## src/rtl/pmp_csr_if.sv

```systemverilog
// CSR-stage request/response bundle between the pipeline and the PMP CSR file.
interface pmp_csr_if;
  logic [11:0] csr_addr;
  logic        csr_we;
  logic        csr_re;
  logic [1:0]  csr_op;
  logic [31:0] csr_wdata;
  logic [1:0]  priv_mode;
  logic [31:0] csr_rdata;
  logic        csr_rvalid;
  logic        csr_illegal;

  modport master (
    output csr_addr, csr_we, csr_re, csr_op, csr_wdata, priv_mode,
    input  csr_rdata, csr_rvalid, csr_illegal
  );

  modport slave (
    input  csr_addr, csr_we, csr_re, csr_op, csr_wdata, priv_mode,
    output csr_rdata, csr_rvalid, csr_illegal
  );
endinterface

```

## src/rtl/pmp_csr_file.sv

```systemverilog
// M-mode PMP CSR storage (pmpcfg0..3, pmpaddr0..15) with WARL legalisation and
// L-bit locking; stored values drive the PMP checker directly.
module pmp_csr_file #(
  parameter int NUM_ENTRIES = 16,
  parameter bit NA4_EN      = 1'b1
) (
  input  logic        clk,
  input  logic        rst,
  pmp_csr_if.slave    bus,
  output logic [31:0] pmpcfg0_data,
  output logic [31:0] pmpcfg1_data,
  output logic [31:0] pmpcfg2_data,
  output logic [31:0] pmpcfg3_data,
  output logic [31:0] pmpaddr0_data,
  output logic [31:0] pmpaddr1_data,
  output logic [31:0] pmpaddr2_data,
  output logic [31:0] pmpaddr3_data,
  output logic [31:0] pmpaddr4_data,
  output logic [31:0] pmpaddr5_data,
  output logic [31:0] pmpaddr6_data,
  output logic [31:0] pmpaddr7_data,
  output logic [31:0] pmpaddr8_data,
  output logic [31:0] pmpaddr9_data,
  output logic [31:0] pmpaddr10_data,
  output logic [31:0] pmpaddr11_data,
  output logic [31:0] pmpaddr12_data,
  output logic [31:0] pmpaddr13_data,
  output logic [31:0] pmpaddr14_data,
  output logic [31:0] pmpaddr15_data
);

  logic [7:0]  cfg_q    [16];
  logic [31:0] addr_q   [16];
  logic [31:0] cfg_word [4];
  logic [15:0] addr_lock;

  logic        is_cfg, is_addr, wr_req, access, legal;
  logic [31:0] old_word, cand;

  for (genvar g = 0; g < 4; g++) begin : g_word
    assign cfg_word[g] = {cfg_q[4*g+3], cfg_q[4*g+2], cfg_q[4*g+1], cfg_q[4*g]};
  end

  // pmpaddr i is frozen by its own L bit, or by a locked TOR entry i+1 using it as base.
  for (genvar g = 0; g < 16; g++) begin : g_lock
    if (g < 15) begin : g_tor
      assign addr_lock[g] = cfg_q[g][7] | (cfg_q[g+1][7] & (cfg_q[g+1][4:3] == 2'b01));
    end else begin : g_last
      assign addr_lock[g] = cfg_q[g][7];
    end
  end

  function automatic logic [7:0] legalise_cfg(input logic [7:0] old_b, input logic [7:0] cand_b);
    logic [7:0] nb;
    if (old_b[7]) return old_b;
    nb      = cand_b;
    nb[6:5] = 2'b00;
    if (!cand_b[0] && cand_b[1]) nb[1] = 1'b0;
    if (!NA4_EN && cand_b[4:3] == 2'b10) nb[4:3] = old_b[4:3];
    return nb;
  endfunction

  always_comb begin
    is_cfg   = (bus.csr_addr[11:2] == 10'h0E8);
    is_addr  = (bus.csr_addr[11:4] == 8'h3B);
    wr_req   = bus.csr_we && (bus.csr_op != 2'b00);
    access   = wr_req || bus.csr_re;
    legal    = (is_cfg || is_addr) && (bus.priv_mode == 2'b11);
    old_word = is_cfg ? cfg_word[bus.csr_addr[1:0]] : addr_q[bus.csr_addr[3:0]];
    case (bus.csr_op)
      2'b10:   cand = old_word | bus.csr_wdata;
      2'b11:   cand = old_word & ~bus.csr_wdata;
      default: cand = bus.csr_wdata;
    endcase
  end

  always_ff @(posedge clk) begin
    if (rst) begin
      for (int e = 0; e < 16; e++) begin
        cfg_q[e]  <= 8'h00;
        addr_q[e] <= 32'h0;
      end
      bus.csr_rdata   <= 32'h0;
      bus.csr_rvalid  <= 1'b0;
      bus.csr_illegal <= 1'b0;
    end else begin
      bus.csr_rvalid  <= access && legal && bus.csr_re;
      bus.csr_illegal <= access && !legal;
      if (access && legal && bus.csr_re) bus.csr_rdata <= old_word;
      // Entries at or above NUM_ENTRIES are never written and so stay hardwired to 0.
      if (wr_req && legal) begin
        for (int e = 0; e < 16; e++) begin
          if (e < NUM_ENTRIES) begin
            if (is_cfg && bus.csr_addr[1:0] == e[3:2])
              cfg_q[e] <= legalise_cfg(cfg_q[e], cand[8*(e%4) +: 8]);
            if (is_addr && bus.csr_addr[3:0] == e[3:0] && !addr_lock[e])
              addr_q[e] <= cand;
          end
        end
      end
    end
  end

  assign pmpcfg0_data   = cfg_word[0];
  assign pmpcfg1_data   = cfg_word[1];
  assign pmpcfg2_data   = cfg_word[2];
  assign pmpcfg3_data   = cfg_word[3];
  assign pmpaddr0_data  = addr_q[0];
  assign pmpaddr1_data  = addr_q[1];
  assign pmpaddr2_data  = addr_q[2];
  assign pmpaddr3_data  = addr_q[3];
  assign pmpaddr4_data  = addr_q[4];
  assign pmpaddr5_data  = addr_q[5];
  assign pmpaddr6_data  = addr_q[6];
  assign pmpaddr7_data  = addr_q[7];
  assign pmpaddr8_data  = addr_q[8];
  assign pmpaddr9_data  = addr_q[9];
  assign pmpaddr10_data = addr_q[10];
  assign pmpaddr11_data = addr_q[11];
  assign pmpaddr12_data = addr_q[12];
  assign pmpaddr13_data = addr_q[13];
  assign pmpaddr14_data = addr_q[14];
  assign pmpaddr15_data = addr_q[15];

endmodule

```

## src/flat_wrapper.sv

```systemverilog
// flat-port wrapper written by rule: the top's interface ports become plain ports
module pmp_csr_file_flat 
#(
  parameter int NUM_ENTRIES = 16,
  parameter bit NA4_EN      = 1'b1
)
  (clk, rst, pmpcfg0_data, pmpcfg1_data, pmpcfg2_data, pmpcfg3_data, pmpaddr0_data, pmpaddr1_data, pmpaddr2_data, pmpaddr3_data, pmpaddr4_data, pmpaddr5_data, pmpaddr6_data, pmpaddr7_data, pmpaddr8_data, pmpaddr9_data, pmpaddr10_data, pmpaddr11_data, pmpaddr12_data, pmpaddr13_data, pmpaddr14_data, pmpaddr15_data, bus_csr_addr, bus_csr_we, bus_csr_re, bus_csr_op, bus_csr_wdata, bus_priv_mode, bus_csr_rdata, bus_csr_rvalid, bus_csr_illegal);
  pmp_csr_if bus_i ();
  input  logic clk;
  input  logic rst;
  output logic [31:0] pmpcfg0_data;
  output logic [31:0] pmpcfg1_data;
  output logic [31:0] pmpcfg2_data;
  output logic [31:0] pmpcfg3_data;
  output logic [31:0] pmpaddr0_data;
  output logic [31:0] pmpaddr1_data;
  output logic [31:0] pmpaddr2_data;
  output logic [31:0] pmpaddr3_data;
  output logic [31:0] pmpaddr4_data;
  output logic [31:0] pmpaddr5_data;
  output logic [31:0] pmpaddr6_data;
  output logic [31:0] pmpaddr7_data;
  output logic [31:0] pmpaddr8_data;
  output logic [31:0] pmpaddr9_data;
  output logic [31:0] pmpaddr10_data;
  output logic [31:0] pmpaddr11_data;
  output logic [31:0] pmpaddr12_data;
  output logic [31:0] pmpaddr13_data;
  output logic [31:0] pmpaddr14_data;
  output logic [31:0] pmpaddr15_data;
  input wire logic [$bits(bus_i.csr_addr)-1:0] bus_csr_addr;
  input wire logic [$bits(bus_i.csr_we)-1:0] bus_csr_we;
  input wire logic [$bits(bus_i.csr_re)-1:0] bus_csr_re;
  input wire logic [$bits(bus_i.csr_op)-1:0] bus_csr_op;
  input wire logic [$bits(bus_i.csr_wdata)-1:0] bus_csr_wdata;
  input wire logic [$bits(bus_i.priv_mode)-1:0] bus_priv_mode;
  output wire logic [$bits(bus_i.csr_rdata)-1:0] bus_csr_rdata;
  output wire logic [$bits(bus_i.csr_rvalid)-1:0] bus_csr_rvalid;
  output wire logic [$bits(bus_i.csr_illegal)-1:0] bus_csr_illegal;
  assign bus_i.csr_addr = bus_csr_addr;
  assign bus_i.csr_we = bus_csr_we;
  assign bus_i.csr_re = bus_csr_re;
  assign bus_i.csr_op = bus_csr_op;
  assign bus_i.csr_wdata = bus_csr_wdata;
  assign bus_i.priv_mode = bus_priv_mode;
  assign bus_csr_rdata = bus_i.csr_rdata;
  assign bus_csr_rvalid = bus_i.csr_rvalid;
  assign bus_csr_illegal = bus_i.csr_illegal;
  pmp_csr_file #(.NUM_ENTRIES(NUM_ENTRIES), .NA4_EN(NA4_EN)) u_core (.clk(clk), .rst(rst), .bus(bus_i), .pmpcfg0_data(pmpcfg0_data), .pmpcfg1_data(pmpcfg1_data), .pmpcfg2_data(pmpcfg2_data), .pmpcfg3_data(pmpcfg3_data), .pmpaddr0_data(pmpaddr0_data), .pmpaddr1_data(pmpaddr1_data), .pmpaddr2_data(pmpaddr2_data), .pmpaddr3_data(pmpaddr3_data), .pmpaddr4_data(pmpaddr4_data), .pmpaddr5_data(pmpaddr5_data), .pmpaddr6_data(pmpaddr6_data), .pmpaddr7_data(pmpaddr7_data), .pmpaddr8_data(pmpaddr8_data), .pmpaddr9_data(pmpaddr9_data), .pmpaddr10_data(pmpaddr10_data), .pmpaddr11_data(pmpaddr11_data), .pmpaddr12_data(pmpaddr12_data), .pmpaddr13_data(pmpaddr13_data), .pmpaddr14_data(pmpaddr14_data), .pmpaddr15_data(pmpaddr15_data));
endmodule
```

## config.mk

```make
export PLATFORM = sky130hd
export DESIGN_NAME = pmp_csr_file_flat
export DESIGN_NICKNAME = d
export VERILOG_FILES = /design/src/rtl/pmp_csr_if.sv /design/src/rtl/pmp_csr_file.sv /design/src/flat_wrapper.sv
export SDC_FILE = /design/constraint.sdc
export NUM_CORES = 1
export LEC_CHECK = 0
export CAP_MARGIN = 20
export CORE_AREA = 3 3 282 284
export CTS_CLUSTER_DIAMETER = 120
export DETAILED_ROUTE_END_ITERATION = 12
export DIE_AREA = 0 0 285 287
export PLACE_DENSITY = 0.67
export SYNTH_ARGS = -nofsm -noshare
export SYNTH_HDL_FRONTEND = slang
export SYNTH_SLANG_ARGS = --single-unit
```

## constraint.sdc

```tcl
create_clock -name clk -period 5 [get_ports clk]
set_input_delay 1 -clock clk [delete_from_list [all_inputs] [get_ports clk]]
set_output_delay 1 -clock clk [all_outputs]
set_load 0.03 [all_outputs]
```

==> results of run 1 <==
## worst max-delay path, stage by stage
cell	delay (ns)
buf_8	0.60
buf_4	0.43
mux4_2	0.60
o41ai_1	0.58
nor2_1	0.14
a22oi_1	0.21
buf_4	0.27
inv_2	0.09
## registers in the layout, indices dropped and copies added, names as in the netlist
name	count
u_core.addr_q	512
u_core.bus.csr_illegal	1
u_core.bus.csr_rdata	32
u_core.bus.csr_rvalid	1
u_core.cfg_q	96
## cell usage after synthesis, types with 10 or more instances
| master | n | share of area |
|---|---|---|
| a21oi_1 | 134 | 0.023 |
| nor3_1 | 56 | 0.0097 |
| nor2_2 | 18 | 0.0039 |
| a31o_1 | 12 | 0.0036 |
| nand2b_1 | 19 | 0.0041 |
| a32oi_1 | 11 | 0.0033 |
| dfxtp_1 | 34 | 0.024 |
| clkbuf_1 | 89 | 0.012 |
| inv_2 | 25 | 0.0032 |
| nand3_1 | 26 | 0.0045 |
| a211oi_1 | 17 | 0.0044 |
| inv_1 | 24 | 0.0031 |
| buf_4 | 47 | 0.012 |
| mux2_2 | 15 | 0.0058 |
| mux4_2 | 160 | 0.12 |
| o211ai_1 | 10 | 0.0026 |
| nor2_1 | 292 | 0.038 |
| o21ai_0 | 30 | 0.0052 |
| buf_1 | 13 | 0.0017 |
| buf_6 | 17 | 0.0066 |
| nor2b_1 | 28 | 0.0061 |
| edfxtp_1 | 608 | 0.63 |
| buf_2 | 43 | 0.0074 |
| nand2_1 | 73 | 0.0095 |
## through the flow
step / setup WS [ns] / power (W) / area, um^2 / cells
global route: 1.16 / 0.0142 / 39800 / 3785
floorplan: -0.112 / 0.00758 / 29100 / 1998
global placement: 0.770 / 0.00860 / 37400 / 3649
detailed placement: 0.745 / 0.00862 / 37400 / 3649
CTS: 1.40 / 0.0139 / 39800 / 3782
finish: 1.29 / 0.0139 / 39800 / 3787
## power groups by stage
stage	logic, W	clock network (W)	registers (W)
floorplan	0.000715	0	0.00686
global placement	0.00213	0	0.00647
detailed placement	0.00215	0	0.00647
CTS	0.00215	0.00540	0.00637
global route	0.00222	0.00563	0.00639
finish	0.00217	0.00537	0.00637
## cells by family (layout without fill, tap and decap cells)
| family | count (synthesis) | in the layout | share of synthesized area |
|---|---|---|---|
| muxes | 184 | 184 | 0.133 |
| AOI/OAI and AO/OA | 313 | 313 | 0.0751 |
| other | 1 | 37 | 0.000130 |
| buffers and inverters | 260 | 1004 | 0.0470 |
| DFF | 642 | 642 | 0.654 |
| and+or+nand+nor | 567 | 567 | 0.0900 |
## worst min-delay path by stage
stage,from,endpoint,slack [ns],cells past startpoint
after floorplan,u_core.bus.csr_rdata[20],u_core.bus.csr_rdata[20],0.58,2
after global placement,u_core.bus.csr_rdata[5],u_core.bus.csr_rdata[5],0.44,2
after detailed placement,u_core.bus.csr_rdata[5],u_core.bus.csr_rdata[5],0.45,2
after CTS,u_core.bus.csr_rdata[5],u_core.bus.csr_rdata[5],0.45,2
after global routing,u_core.bus.csr_rdata[11],u_core.bus.csr_rdata[11],0.47,2
final,u_core.bus.csr_rdata[14],u_core.bus.csr_rdata[14],0.46,2
## routing by layer
| metal | share of wire | wire (um) | GRT usage | vias to the layer above |
|---|---|---|---|---|
| met5 | 0.000090 | 12 | 0 | - |
| met4 | 0.044 | 5850 | 0.115 | 2 |
| met3 | 0.13 | 17200 | 0.104 | 313 |
| met2 | 0.47 | 63300 | 0.516 | 1925 |
| met1 | 0.35 | 47500 | 0.400 | 11600 |
| li1 | - | - | - | 8930 |
## area by class of cell
type	count	area (um^2)
clock inverters	36	407
clock buffers	97	1980
inverters	49	184
fillers	6453	37500
well taps	1040	1300
multi-input cells	1096	8940
flip-flops and latches	642	18900
repair buffers	822	8040
diodes	5	12.5
==> impl_metrics.env, run 1 <==
export IMPL_ys_async_sr_fraction=0
export IMPL_r2r_start="u_core.addr_q[2][18]"
export IMPL_critPathMaxFanout=69
export IMPL_hold_slack_ns=0.455
export IMPL_report_final_slew_viol_count=0
export IMPL_hold_class="flip-flop to flip-flop"
export IMPL_yosysWarnings=0
export IMPL_crit_type="primary input to flip-flop"
export IMPL_cts_sinks=642
export IMPL_coreArea_um2=77300
export IMPL_detail_route_antenna_nets=0
export IMPL_cts_root_buf="clkbuf_16"
export IMPL_clk_path_buf_depth=3
export IMPL_post_cts_buffers=0
export IMPL_worst_pin_slew_ns=0.997
export IMPL_cts_hold_buffers=0
export IMPL_arrival_ns=4.08
export IMPL_seqPwrFrac=0.458
export IMPL_wl_per_cell_um=35.4
export IMPL_first_global_vias=21900
export IMPL_powerDensity_nw_per_um2=350
export IMPL_final_common_cell="clkdlybuf4s50_1"
export IMPL_cts_tree="yes"
export IMPL_viasPerCell=6.01
export IMPL_fp_dieArea_um2=81800
export IMPL_finalSetupViolations=0
export IMPL_worstPathRequired_ns=5.37
export IMPL_startpoint="bus_csr_addr[0]"
export IMPL_io_pin_count=726
export IMPL_drive_gt1_frac=0.192
export IMPL_cap_violations=0
export IMPL_drc_errors=0
export IMPL_initial_core_util=0.374
export IMPL_ys_flop_type="edfxtp_1"
export IMPL_final_setup_tns_ns=0
export IMPL_grtUsageTotal=0.318
export IMPL_endpoint="u_core.addr_q[12][9]"
export IMPL_cts_resized_gates=0
export IMPL_vias=22800
export IMPL_fin_util=0.515
export IMPL_crit_path_start_kind="primary input"
export IMPL_cts_buffers=72
export IMPL_ys_types=72
export IMPL_avgSynthCellArea_um2=14.7
export IMPL_ir_drop_v=0.000274
export IMPL_r2r_cells=5
export IMPL_globalplace_congestion=0.927
export IMPL_comb_power_share=0.156
export IMPL_drtIter0Drc=3213
export IMPL_reg2reg_to="u_core.addr_q[12][18]"
export IMPL_relSlewSlack=0.331
export IMPL_power_frac_clock=0.386
export IMPL_mostFrequentLayoutCells="clkdlybuf4s50_1 (688), edfxtp_1 (608), nor2_1 (292)"
export IMPL_power_internal_w=0.0101
export IMPL_synthesis_area_um2=28900
export IMPL_area_growth_pct=37.5
export IMPL_p_switching_w=0.00386
export IMPL_rrSetupSlack_ns=2.19
export IMPL_skew_ns=0.0245
export IMPL_die_h_um=287
export IMPL_clock_latency_ns=0.63
export IMPL_die_w_um=285
export IMPL_grt_overflow=0
export IMPL_fmax_ghz=0.269
export IMPL_h_tree_depth=3
export IMPL_layout_nets=2735
export IMPL_grt_pass1_wl_um=182000
export IMPL_outcome="finished clean"
export IMPL_seq_area_frac_synth=0.654
export IMPL_power_leakage_nw=13.8
export IMPL_rows=102
export IMPL_grt_max_degree=70
export IMPL_synthCells=1967
export IMPL_antenna_found_initial=6
export IMPL_hold_viol=0
export IMPL_fin_crit_ns=3.71
export IMPL_synth_edff_count=608
export IMPL_switching_share=0.277
export IMPL_dp_hpwl_um=98500
export IMPL_clkTransAtPathRegs_ns=0.06
export IMPL_rsz0062_at_grt="no"
export IMPL_endpoint_kind="flip-flop"
export IMPL_portBuffers=693
export IMPL_synth_seq_cells=642
export IMPL_drt_pre_antenna_iters=6
export IMPL_min_period_over_period=0.743
export IMPL_drt_total_wl_um=134000
Power figures use the tool's default switching activity.
==> inputs of run 2 (changes only) <==
- CORE_AREA: 3 3 282 284 -> 3 3 283 285
- DIE_AREA: 0 0 285 287 -> 0 0 286 288
- PLACE_DENSITY: 0.67 -> 0.64
- clock period: 5 -> 3.64 ns (I/O delays scaled with it)
==> run 2 against run 1 <==
Effect of this change:
- critical path depth unchanged
- cell area increased by 2.7%
- sequential power increased by 37%
- hold slack improved by 0.0090 ns
- critical path type unchanged
- critical endpoint is now u_core.addr_q[1][28]
- highest routed layer is now met4
==> impl_metrics.env, run 2 (synthesis results as in run 1) <==
export IMPL_wl_per_cell_um=34.4
export IMPL_seqPwrFrac=0.461
export IMPL_largest_register="u_core.addr_q"
export IMPL_grt_pass1_wl_um=183000
export IMPL_clk_path_buf_depth=3
export IMPL_h_tree_depth=3
export IMPL_critical_path_top_delay_family="buffers and inverters"
export IMPL_dp_slack_ns=-0.0125
export IMPL_holdPathEnd="u_core.bus.csr_rdata[6]"
export IMPL_mostFrequentLayoutCells="clkdlybuf4s50_1 (688), edfxtp_1 (608), nor2_1 (292)"
export IMPL_drive_gt1_frac=0.219
export IMPL_cts_buffers=72
export IMPL_reg_largest_list="u_core.addr_q x512, u_core.cfg_q x96, u_core.bus.csr_rdata x32"
export IMPL_final_setup_tns_ns=0
export IMPL_cap_violations=0
export IMPL_globalplace_congestion=0.952
export IMPL_dp_hpwl_um=98600
export IMPL_clock_latency_ns=0.63
export IMPL_path_buf_inv=3
export IMPL_fin_util=0.527
export IMPL_cts_sinks=642
export IMPL_reg2reg_to="u_core.addr_q[1][28]"
export IMPL_coreArea_um2=77600
export IMPL_relSlewSlack=0.372
export IMPL_cts_root_buf="clkbuf_16"
export IMPL_powerDensity_nw_per_um2=463
export IMPL_viasPerCell=5.93
export IMPL_antenna_found_initial=9
export IMPL_clkTransAtPathRegs_ns=0.05
export IMPL_hold_slack_ns=0.464
export IMPL_initial_core_util=0.373
export IMPL_crit_type="primary input to flip-flop"
export IMPL_drt_pre_antenna_iters=7
export IMPL_ir_drop_v=0.000436
export IMPL_r2r_start="u_core.addr_q[0][28]"
export IMPL_outcome="finished clean"
export IMPL_cts_resized_gates=0
export IMPL_endpoint_kind="flip-flop"
export IMPL_die_w_um=286
export IMPL_grt_max_degree=61
export IMPL_cts_hold_buffers=0
export IMPL_rows=102
export IMPL_skew_ns=0.0275
export IMPL_drtIter0Drc=2727
export IMPL_cts_tree="yes"
export IMPL_power_frac_clock=0.372
export IMPL_worst_path_max_delay_cell="clkdlybuf4s50_1"
export IMPL_switching_share=0.281
export IMPL_worst_pin_slew_ns=0.942
export IMPL_comb_power_share=0.166
export IMPL_fmax_ghz=0.317
export IMPL_detail_route_antenna_nets=0
export IMPL_area_growth_pct=41.2
export IMPL_post_cts_buffers=0
export IMPL_io_pin_count=726
export IMPL_worstPathRequired_ns=3.99
export IMPL_grt_overflow=0
export IMPL_finalPower_w=0.0189
export IMPL_min_period_over_period=0.866
export IMPL_drt_total_wl_um=134000
export IMPL_drc_errors=0
export IMPL_critPathMaxFanout=13
export IMPL_hold_start="u_core.bus.csr_rdata[6]"
export IMPL_fin_crit_ns=3.15
export IMPL_arrival_ns=3.50
export IMPL_r2r_cells=6
export IMPL_finalSetupViolations=0
export IMPL_power_internal_w=0.0136
export IMPL_vias=23100
export IMPL_die_h_um=288
export IMPL_report_final_slew_viol_count=0
export IMPL_rrSetupSlack_ns=0.87
export IMPL_crit_chain="clkdlybuf4s50_1 > and3b_1 > buf_4 > a31o_1 > mux4_2 > a32oi_2 > buf_12 > nor2_1"
export IMPL_layout_nets=2838
export IMPL_portBuffers=693
export IMPL_finalWorstSetupSlack_ns=0.487
export IMPL_rsz0062_at_grt="no"
export IMPL_max_stage_delay_ns=0.70
export IMPL_final_common_cell="clkdlybuf4s50_1"
export IMPL_crit_path_start_kind="primary input"
export IMPL_hold_viol=0
export IMPL_grtUsageTotal=0.318
export IMPL_p_switching_w=0.00531
export IMPL_first_global_vias=22800
export IMPL_min_path_cells=2
export IMPL_largest_register_ffs=512
export IMPL_fp_dieArea_um2=82400
export IMPL_hold_class="flip-flop to flip-flop"
export IMPL_power_leakage_nw=14.4
[run 2: changes by cell type in the layout (fill, tap and decap cells not counted), moves of 2 or more]
cell       before  now
buf_4         119  186
buf_12         11   47
clkinv_2        7   13
clkinv_1        7   11
diode_2         5    9
bufinv_16       6    3
clkbuf_8        6    3
clkinv_8        4    1
inv_16          0    2
inv_6           6    4
[run 2: final cells by class]
cell class / instances / area [um^2]
Antenna cell: 9 / 22.5
Clock buffer: 92 / 1910
Clock inverter: 39 / 328
Fill cell: 6577 / 36700
Inverter: 49 / 184
Multi-Input combinational cell: 1096 / 8940
Sequential cell: 642 / 18900
Tap cell: 1040 / 1300
Timing Repair Buffer: 925 / 9260
[run 2: metrics by stage]
| step | instance area (um^2) | instances |
|---|---|---|
| 2_1_floorplan | 29100 | 1998 |
| 3_3_place_gp | 38600 | 3752 |
| 3_5_place_dp | 38600 | 3752 |
| 4_1_cts | 40900 | 3883 |
| 5_1_grt | 40900 | 3888 |
| 6_report | 40900 | 3892 |
[run 2: worst min-delay path: cells and delay by family, from the launching register on]
family / cells / cell delay (ns)
DFF: 1 / 0.31
AOI/OAI and AO/OA: 1 / 0.05
and+or+nand+nor: 1 / 0.05
[run 2: routing by layer]
metal / vias to the layer above / part of all wire / global-route usage
met5: - / 0 / 0
met3: 317 / 0.11 / 0.0835
met4: 0 / 0.048 / 0.134
met1: 11900 / 0.36 / 0.396
li1: 9144 / - / -
met2: 1764 / 0.48 / 0.525
[run 2: worst max-delay path by stage]
stage | from | endpoint | slack [ns] | cells past startpoint
6_report | bus_csr_addr[6] | u_core.addr_q[1][28] | 0.49 | 8
5_1_grt | bus_csr_addr[10] | u_core.addr_q[14][8] | 0.54 | 8
4_1_cts | bus_csr_addr[5] | u_core.addr_q[3][26] | 0.62 | 8
3_5_place_dp | bus_csr_addr[5] | u_core.addr_q[1][28] | -0.01 | 8
3_3_place_gp | bus_csr_addr[5] | u_core.addr_q[8][28] | -0.01 | 8
2_1_floorplan | bus_csr_addr[10] | u_core.addr_q[13][0] | -0.35 | 6
[run 2: power groups by stage]
stage	sequential, W	clock (W)	combinational [W]
2_1_floorplan	0.00942	0	0.000983
3_3_place_gp	0.00886	0	0.00311
3_5_place_dp	0.00886	0	0.00312
4_1_cts	0.00872	0.00710	0.00313
5_1_grt	0.00875	0.00738	0.00324
6_report	0.00872	0.00705	0.00315
